File: src/rtl/alu_pkg.sv
// Shared encodings for the multi-cycle ALU.
// Holds the op codes, the FSM states and the long-op classifier.
package alu_pkg;

    localparam logic [3:0] ALU_ADD  = 4'b0000;
    localparam logic [3:0] ALU_SUB  = 4'b0001;
    localparam logic [3:0] ALU_AND  = 4'b0010;
    localparam logic [3:0] ALU_OR   = 4'b0011;
    localparam logic [3:0] ALU_XOR  = 4'b0100;
    localparam logic [3:0] ALU_SLT  = 4'b0101;
    localparam logic [3:0] ALU_SLTU = 4'b0110;
    localparam logic [3:0] ALU_SLL  = 4'b0111;
    localparam logic [3:0] ALU_SRL  = 4'b1000;
    localparam logic [3:0] ALU_SRA  = 4'b1001;
    localparam logic [3:0] ALU_MUL  = 4'b1010;
    localparam logic [3:0] ALU_DIVU = 4'b1100;
    localparam logic [3:0] ALU_REMU = 4'b1101;

    typedef enum logic [3:0] {
        OP_ADD  = ALU_ADD,
        OP_SUB  = ALU_SUB,
        OP_AND  = ALU_AND,
        OP_OR   = ALU_OR,
        OP_XOR  = ALU_XOR,
        OP_SLT  = ALU_SLT,
        OP_SLTU = ALU_SLTU,
        OP_SLL  = ALU_SLL,
        OP_SRL  = ALU_SRL,
        OP_SRA  = ALU_SRA,
        OP_MUL  = ALU_MUL,
        OP_DIVU = ALU_DIVU,
        OP_REMU = ALU_REMU
    } alu_op_t;

    typedef enum logic [1:0] {
        S_IDLE,
        S_BUSY,
        S_DONE
    } state_t;

    function automatic logic is_long(input logic [3:0] op);
        return (op == ALU_MUL) || (op == ALU_DIVU) || (op == ALU_REMU);
    endfunction

endpackage

File: src/rtl/alu_mc_iter.sv
// Iterative datapath: shift-add multiply and restoring unsigned divide.
// One step per cycle; done flags the final step, result is its outcome.
module alu_mc_iter
    import alu_pkg::*;
#(
    parameter int WIDTH = 32,
    parameter int CNT_W = $clog2(WIDTH) + 1
) (
    input  logic             clk,
    input  logic             rst,
    input  logic             start,
    input  logic [3:0]       op,
    input  logic [WIDTH-1:0] a,
    input  logic [WIDTH-1:0] b,
    output logic             done,
    output logic [WIDTH-1:0] result
);

    logic             running;
    logic             is_mul;
    logic             want_rem;
    logic [CNT_W-1:0] cnt;
    logic [WIDTH-1:0] acc, mcand, mplier;
    logic [WIDTH-1:0] rem, quo, dvsr;

    logic [WIDTH:0]   trial;
    logic [WIDTH:0]   diff;
    logic             fits;
    logic [WIDTH-1:0] acc_n, rem_n, quo_n;

    // A zero divisor always "fits", giving all-ones quotient and
    // leaving the dividend shifted wholly into the remainder.
    always_comb begin
        trial = {rem, quo[WIDTH-1]};
        diff  = trial - {1'b0, dvsr};
        fits  = trial >= {1'b0, dvsr};
        acc_n = mplier[0] ? acc + mcand : acc;
        rem_n = fits ? diff[WIDTH-1:0] : trial[WIDTH-1:0];
        quo_n = {quo[WIDTH-2:0], fits};
    end

    assign done   = running && (cnt == CNT_W'(WIDTH - 1));
    assign result = is_mul ? acc_n : (want_rem ? rem_n : quo_n);

    always_ff @(posedge clk) begin
        if (rst) begin
            running  <= 1'b0;
            is_mul   <= 1'b0;
            want_rem <= 1'b0;
            cnt      <= '0;
            acc      <= '0;
            mcand    <= '0;
            mplier   <= '0;
            rem      <= '0;
            quo      <= '0;
            dvsr     <= '0;
        end else if (start) begin
            running  <= 1'b1;
            is_mul   <= (op == ALU_MUL);
            want_rem <= (op == ALU_REMU);
            cnt      <= '0;
            acc      <= '0;
            mcand    <= a;
            mplier   <= b;
            rem      <= '0;
            quo      <= a;
            dvsr     <= b;
        end else if (running) begin
            acc    <= acc_n;
            mcand  <= mcand << 1;
            mplier <= mplier >> 1;
            rem    <= rem_n;
            quo    <= quo_n;
            cnt    <= cnt + CNT_W'(1);
            if (done)
                running <= 1'b0;
        end
    end

endmodule

File: src/rtl/alu_mc.sv
// Multi-cycle ALU for the execute stage with valid/ready on both sides.
// Short ops finish in one cycle; MUL/DIVU/REMU run in alu_mc_iter.
module alu_mc
    import alu_pkg::*;
#(
    parameter int WIDTH = 32,
    parameter int CNT_W = $clog2(WIDTH) + 1
) (
    input  logic             clk,
    input  logic             rst,
    input  logic             in_valid,
    output logic             in_ready,
    input  logic [WIDTH-1:0] ALUop1,
    input  logic [WIDTH-1:0] ALUop2,
    input  logic [3:0]       ALUctrl,
    output logic             out_valid,
    input  logic             out_ready,
    output logic [WIDTH-1:0] ALUout,
    output logic             EQ,
    output logic             busy
);

    localparam int SH_W = $clog2(WIDTH);

    state_t           state;
    logic             accept;
    logic [SH_W-1:0]  sh;
    logic [WIDTH-1:0] single;
    logic             iter_done;
    logic [WIDTH-1:0] iter_result;

    assign sh        = ALUop2[SH_W-1:0];
    assign in_ready  = (state == S_IDLE) || ((state == S_DONE) && out_ready);
    assign accept    = in_valid && in_ready;
    assign out_valid = (state == S_DONE);
    assign busy      = (state == S_BUSY);

    always_comb begin
        single = '0;
        case (ALUctrl)
            ALU_ADD:  single = ALUop1 + ALUop2;
            ALU_SUB:  single = ALUop1 - ALUop2;
            ALU_AND:  single = ALUop1 & ALUop2;
            ALU_OR:   single = ALUop1 | ALUop2;
            ALU_XOR:  single = ALUop1 ^ ALUop2;
            ALU_SLT:  single = {{(WIDTH-1){1'b0}}, $signed(ALUop1) < $signed(ALUop2)};
            ALU_SLTU: single = {{(WIDTH-1){1'b0}}, ALUop1 < ALUop2};
            ALU_SLL:  single = ALUop1 << sh;
            ALU_SRL:  single = ALUop1 >> sh;
            ALU_SRA:  single = WIDTH'($signed(ALUop1) >>> sh);
            default:  single = '0;
        endcase
    end

    alu_mc_iter #(
        .WIDTH(WIDTH),
        .CNT_W(CNT_W)
    ) u_iter (
        .clk   (clk),
        .rst   (rst),
        .start (accept && is_long(ALUctrl)),
        .op    (ALUctrl),
        .a     (ALUop1),
        .b     (ALUop2),
        .done  (iter_done),
        .result(iter_result)
    );

    // DONE with out_ready behaves like IDLE, so both share one arm.
    always_ff @(posedge clk) begin
        if (rst) begin
            state  <= S_IDLE;
            ALUout <= '0;
            EQ     <= 1'b0;
        end else begin
            unique case (state)
                S_IDLE, S_DONE: begin
                    if (accept) begin
                        EQ <= (ALUop1 == ALUop2);
                        if (is_long(ALUctrl)) begin
                            state <= S_BUSY;
                        end else begin
                            ALUout <= single;
                            state  <= S_DONE;
                        end
                    end else if (out_ready) begin
                        state <= S_IDLE;
                    end
                end
                S_BUSY: begin
                    if (iter_done) begin
                        ALUout <= iter_result;
                        state  <= S_DONE;
                    end
                end
                default: state <= S_IDLE;
            endcase
        end
    end

endmodule
File: config.mk
export PLATFORM = sky130hd
export DESIGN_NAME = alu_mc
export DESIGN_NICKNAME = d
export VERILOG_FILES = /design/src/rtl/alu_pkg.sv /design/src/rtl/alu_mc_iter.sv /design/src/rtl/alu_mc.sv
export SDC_FILE = /design/constraint.sdc
export NUM_CORES = 1
export LEC_CHECK = 0
export ABC_AREA = 1
export CAP_MARGIN = 30
export CORE_MARGIN = 4
export CORE_UTILIZATION = 25
export DETAILED_ROUTE_END_ITERATION = 8
export RECOVER_POWER = 50
export SLEW_MARGIN = 20
export SYNTH_ARGS = -nofsm -noshare
export SYNTH_HDL_FRONTEND = slang
export SYNTH_HIERARCHICAL = 1
export SYNTH_SLANG_ARGS = --single-unit
File: constraint.sdc
create_clock -name clk -period 3.3 [get_ports clk]
set_input_delay 0.495 -clock clk [delete_from_list [all_inputs] [get_ports clk]]
set_output_delay 0.495 -clock clk [all_outputs]
set_load 0.1 [all_outputs]
### Word-level counts from Yosys, hierarchy flattened

Index checks and enable logic that the tools add are counted.

| storage, ports and cells | value |
|---|---|
| bits of input ports | 72 |
| word-level logic and storage cells | 86 |
| flip-flop bits (word level) | 236 |
| output and inout port bits | 36 |

| cells by class | value |
|---|---|
| bitwise logic cells | 3 |
| $lt $le $gt $ge | 3 |
| shift-type cells | 3 |
| reductions and logical operators | 16 |
| multiplexer cells | 23 |
| eq/ne operators | 20 |
| add/sub/neg operators | 5 |

Operator list:

| cell | number |
|---|---|
| 2-to-1 mux 32 bit | 13 |
| one-hot mux 32 bit (10 select lines) | 1 |
| adder 32 bit | 2 |
| less-than comparator 32 bit | 2 |
| one-hot mux 32 bit (2 select lines) | 1 |
| subtractor 32 bit | 2 |
| >= comparator 33 x 32 -> 1 bit | 1 |
| bitwise AND 32 bit | 1 |
| == test 32 bit | 1 |
| bitwise OR 32 bit | 1 |
| << shifter 32 x 5 -> 32 bit | 1 |
| >> shifter 32 x 5 -> 32 bit | 1 |
| >>> shifter 32 x 5 -> 32 bit | 1 |
| XOR 32 bit | 1 |
| == test 4 bit, second input constant | 5 |
| == test 4 x 3 -> 1 bit, second input constant | 4 |
| == test 4 x 2 -> 1 bit, second input constant | 2 |
| 2-to-1 mux 2 bit | 4 |
| adder 6 x 1 -> 6 bit, second input constant | 1 |
| == test 6 x 5 -> 1 bit, second input constant | 1 |
| == test 4 x 1 -> 1 bit, second input constant | 1 |
| logical AND 1 bit | 4 |
| zero test 4 bit | 1 |
| inequality test 2 bit, second input constant | 2 |
| 12 further kinds | 19 |

### Depth between registers and ports, before layout

| logic depth | value |
|---|---|
| depth in word-level cells | 6 |
| gate-level depth with buffers | 20 |
| gate-level depth less buffers | 19 |

### By module

The synthesis kept the hierarchy.

Modules (own cells, without submodules):

| module | sequential area each (sq um) | times used | area each (sq um) | cells each |
|---|---|---|---|---|
| alu_mc_iter | 4023.9 | 1 | 14355.0 | 2451 |
| alu_mc | 700.7 | 1 | 11728.7 | 2357 |

### Least setup slack after synthesis

OpenSTA, ideal clock, no wires.

| path | value |
|---|---|
| path kind | input to register |
| from | input port out_ready |
| to | register u_iter.dvsr[10] |
| path slack | -0.478 ns |
| library setup time | 0.134 ns |
| data arrival time | 3.645 ns |
| required time | 3.166 ns |
| path buffers | 3 |
| stages | 10 |
| cells stage by stage | inv_1 a21oi_1 nand2_1 nor2_1 clkbuf_1 nor2_1 inv_2 clkbuf_1 buf_1 o22ai_1 |

| between the ends | value |
|---|---|
| cells in the longest elaborated chain, start to end | 4 |

RTL lines:

| what | line | text |
|---|---|---|
| start: declaration | alu_mc.sv:17 | `input logic out_ready,` |
| logical AND 1 bit | alu_mc.sv:33 | `assign in_ready = (state == S_IDLE) \|\| ((state == S_DONE) && out_ready);` |
| logical OR 1 bit | alu_mc.sv:33 |  |
| via in_ready | alu_mc.sv:12 | `output logic in_ready,` |
| logical AND 1 bit | alu_mc.sv:34 | `assign accept = in_valid && in_ready;` |
| logical AND 1 bit | alu_mc.sv:61 | `.start (accept && is_long(ALUctrl)),` |
| end signal: assignment | alu_mc_iter.sv:56 | `dvsr <= '0;` |
| end signal: assignment | alu_mc_iter.sv:67 | `dvsr <= b;` |
| end: declaration | alu_mc_iter.sv:24 | `logic [WIDTH-1:0] rem, quo, dvsr;` |

The timed path passes the listed nets, and every way through them passes these cells.
A chain may end at the register's enable or synchronous reset.

### Worst setup path after layout

| path | value |
|---|---|
| from | input port ALUctrl[1] |
| to | register u_iter.rem[12] |

| between the ends | value |
|---|---|
| cells in the longest elaborated chain, start to end | 5 |
| elaborated cells on any way between the ends | 7 |
| classes of those cells | eq/ne (3); reduce/logical (4) |

RTL lines:

| what | line | text |
|---|---|---|
| start: declaration | alu_mc.sv:15 | `input logic [3:0] ALUctrl,` |
| == test 4 bit | alu_pkg.sv:42 | `return (op == ALU_MUL) \|\| (op == ALU_DIVU) \|\| (op == ALU_REMU);` |
| logical OR 1 bit | alu_pkg.sv:42 |  |
| logical OR 1 bit * | alu_pkg.sv:42 |  |
| logical AND 1 bit * | alu_mc.sv:61 |  |
| OR reduction 2 bit (no source line) * | -- |  |
| end signal: assignment | alu_mc_iter.sv:72 | `rem <= rem_n;` |
| end: declaration | alu_mc_iter.sv:24 |  |

Mark *: on every way between the ends. The rest lies on a longest branch, timed or not.

==> results.cfg <==
[outcome]
outcome = finished, final reports clean

[yosys]
synth_edf_count = 0
netlist_area_um2 = 26100
yosys.area.top_type = nand2_1
ys_types = 52
synth_seq_cells = 236
ys_seq_area_share_pct = 18.1
synth.area.top_cells = nand2_1 23%, dfxtp_1 18%, nand3_1 12%, inv_1 11%, ha_1 7.9%
postSynthAreaPerCell_um2 = 5.43
ys_async_sr_fraction_pct = 0
synth_cells = 4808
synth_flop_cell = dfxtp_1
synth_fp_nets = 5048
synth.top_cell.area_share_pct = 23.0
synth_warnings = 6

[power]
sw_frac_of_total_pct = 44.3
powerDensity_nw_per_um2 = 360
p_seq_share_pct = 27.1
internal-power_w = 0.00640
p_sw_w = 0.00509
ir_worst_vdd_mv = 0.377
power_leakage_nw = 16.9
fin_total_pwr_w = 0.0115
combPwrFrac_pct = 46.2
p_clk_share_pct = 26.7

[global_routing]
track_usage_pct = 23.8
grt_pass1_wl_um = 195000
grt_max_degree = 84
grt_pass1_vias = 29561
grt_overflow_total = 0
antenna_found_initial = 5

[sta]
tightest_slew_ps = 1250
period_share_pct = 96.1
worst_slew_margin_rel_pct = 17.2
period_needed_ps = 3170
rsz0062_at_grt = false
max_freq_ghz = 0.315
setup_tns_ps = 0
setup-violations-final = 0
slew_viol_final = 0
hold_viol = 0
finClkSkew_ps = 29.3

[finish]
syn_to_final_growth_pct = 22.4
stdcell_area_um2 = 31900
layout.nets = 5380
final_cell_mix = 1,596 x nand2_1, 792 x inv_1, 623 x nand3_1
final_common_cell = nand2_1
finalNonFillerCells = 6539
fin_util_pct = 30.8
layout-drive-gt1-share_pct = 9.77

[flow_run]
timing.max_cap.violations = 0

[worst_setup_path]
endpoint_kind = flop
arrival_ps = 3630
worst-path-max-fanout = 15
crit_type = primary input to flop
cp.required_ps = 3760
critPathLaunchType = primary input

[cts]
htree_levels = 1
cts_tree = done
post_cts_buffers = 0
clkSlewWorstSetupHoldPaths_ps = 70
cts-root-buf = clkbuf_16
cts_buffer_depth = 3
numCtsBuffers = 26
clk_latency_ps = 570
cts_resized = 0
clock_sinks = 236
ctsHoldBuffers = 0

[routing]
post_drt_wl_per_cell_um = 20.6
routed_via_density = 4.94
drc = 0
drt_iter0_markers = 3710
postRouteAntennaNets = 0
wirelength_um = 135000
vias = 32327
first_pass_iters = 5

[placed_design]
portBuffers = 107
place_hpwl_um = 113000
dpl.cell_count = 6492
placed_cell_area_um2 = 31200
place_congestion = 1.04

[die]
start_util_pct = 25.2
die_h_um = 331
design.portCount = 108
std_cell_rows = 118
core_area_um2 = 103000
die_area_um2 = 110000
die_w_um = 331

[hold_path]
min_path_type = primary input to flop
## sequential cells by signal, summed over array words and instances (netlist names)
| name | cells |
|---|---|
| u_iter/is_mul | 1 |
| u_iter/mcand | 32 |
| u_iter/cnt | 6 |
| u_iter/mplier | 32 |
| u_iter/quo | 32 |
| u_iter/want_rem | 1 |
| u_iter/rem | 32 |
| u_iter/dvsr | 32 |
| EQ | 1 |
| u_iter/acc | 32 |
| ALUout | 32 |
| u_iter/running | 1 |
| state | 2 |
## kinds of logic after synthesis
group,count (synthesis),share of synthesized area (%)
simple gates,2787,45.2
buf+inv,1006,15.0
compound gates,577,12.3
flops,236,18.1
fa+ha+maj,168,8.17
xor+xnor,34,1.14
## worst max-delay path: stages
cell and delay, ps:
clkdlybuf4s50_1 450, clkbuf_1 550, inv_2 60, nor2_1 220
inv_1 70, o22ai_1 230, buf_4 220, inv_1 40
nor2_1 230, nor2_1 120, inv_2 460, clkbuf_1 280
nor2_1 60, nand2_1 60, inv_1 40
## synthesized netlist by cell type (18+ instances only)
library cell,n
o22ai_1,60
and2_1,18
inv_1,791
nand3_2,20
dfxtp_1,236
nand3_1,623
buf_1,20
a31oi_1,18
o211ai_1,28
nand3b_1,22
o21ai_1,19
buf_2,58
nor2_1,404
ha_1,164
nand2_1,1596
nor3_1,38
nand4_1,29
o221ai_1,25
xor2_1,25
a21oi_1,232
clkbuf_1,107
o21ai_0,172
## power groups by stage
stage	Combinational [W]	Sequential [W]	Clock [W]
after floorplan	0.00293	0.00347	0
after global placement	0.00525	0.00317	0
after detailed placement	0.00525	0.00318	0
after CTS	0.00527	0.00311	0.00311
after global routing	0.00574	0.00312	0.00320
final	0.00531	0.00311	0.00306
## per-stage QoR
step	setup WS, ps	hold WS [ps]
floorplan	176	432
global placement	-94.9	452
detailed placement	-101	454
CTS	149	243
global route	13.4	269
finish	129	269
## per-layer routing
metal / GRT usage [%] / part of all wire, % / up-vias
met5: 0 / 0.028 / -
met4: 8.89 / 4.2 / 6
met3: 2.71 / 7.0 / 181
met2: 37.6 / 44 / 1275
met1: 33.2 / 45 / 15016
li1: - / - / 15849
## final timing paths
kind | from | endpoint | slack (ps) | depth (start not counted)
worst max-delay path | ALUctrl[1] | u_iter/rem[12]$_SDFFE_PP0P_ | 130 | 15
worst min-delay path | rst | state[0]$_SDFFE_PP0P_ | 270 | 2
worst max register to register | u_iter/rem[27]$_SDFFE_PP0P_ | ALUout[24]$_SDFFE_PP0P_ | 180 | 13
worst min register to register | u_iter/dvsr[0]$_SDFFE_PP0P_ | u_iter/dvsr[0]$_SDFFE_PP0P_ | 470 | 2
## final cells by class
class,instances,area [µm²]
multi-input combinational,3566,17400
inverter,811,3050
sequential,236,4730
timing repair buffer,499,4080
antenna,1,2.50
clock inverter,10,130
fill,11882,71600
tap,1380,1730
clock buffer,36,758
(Power assumes the default switching activity.)
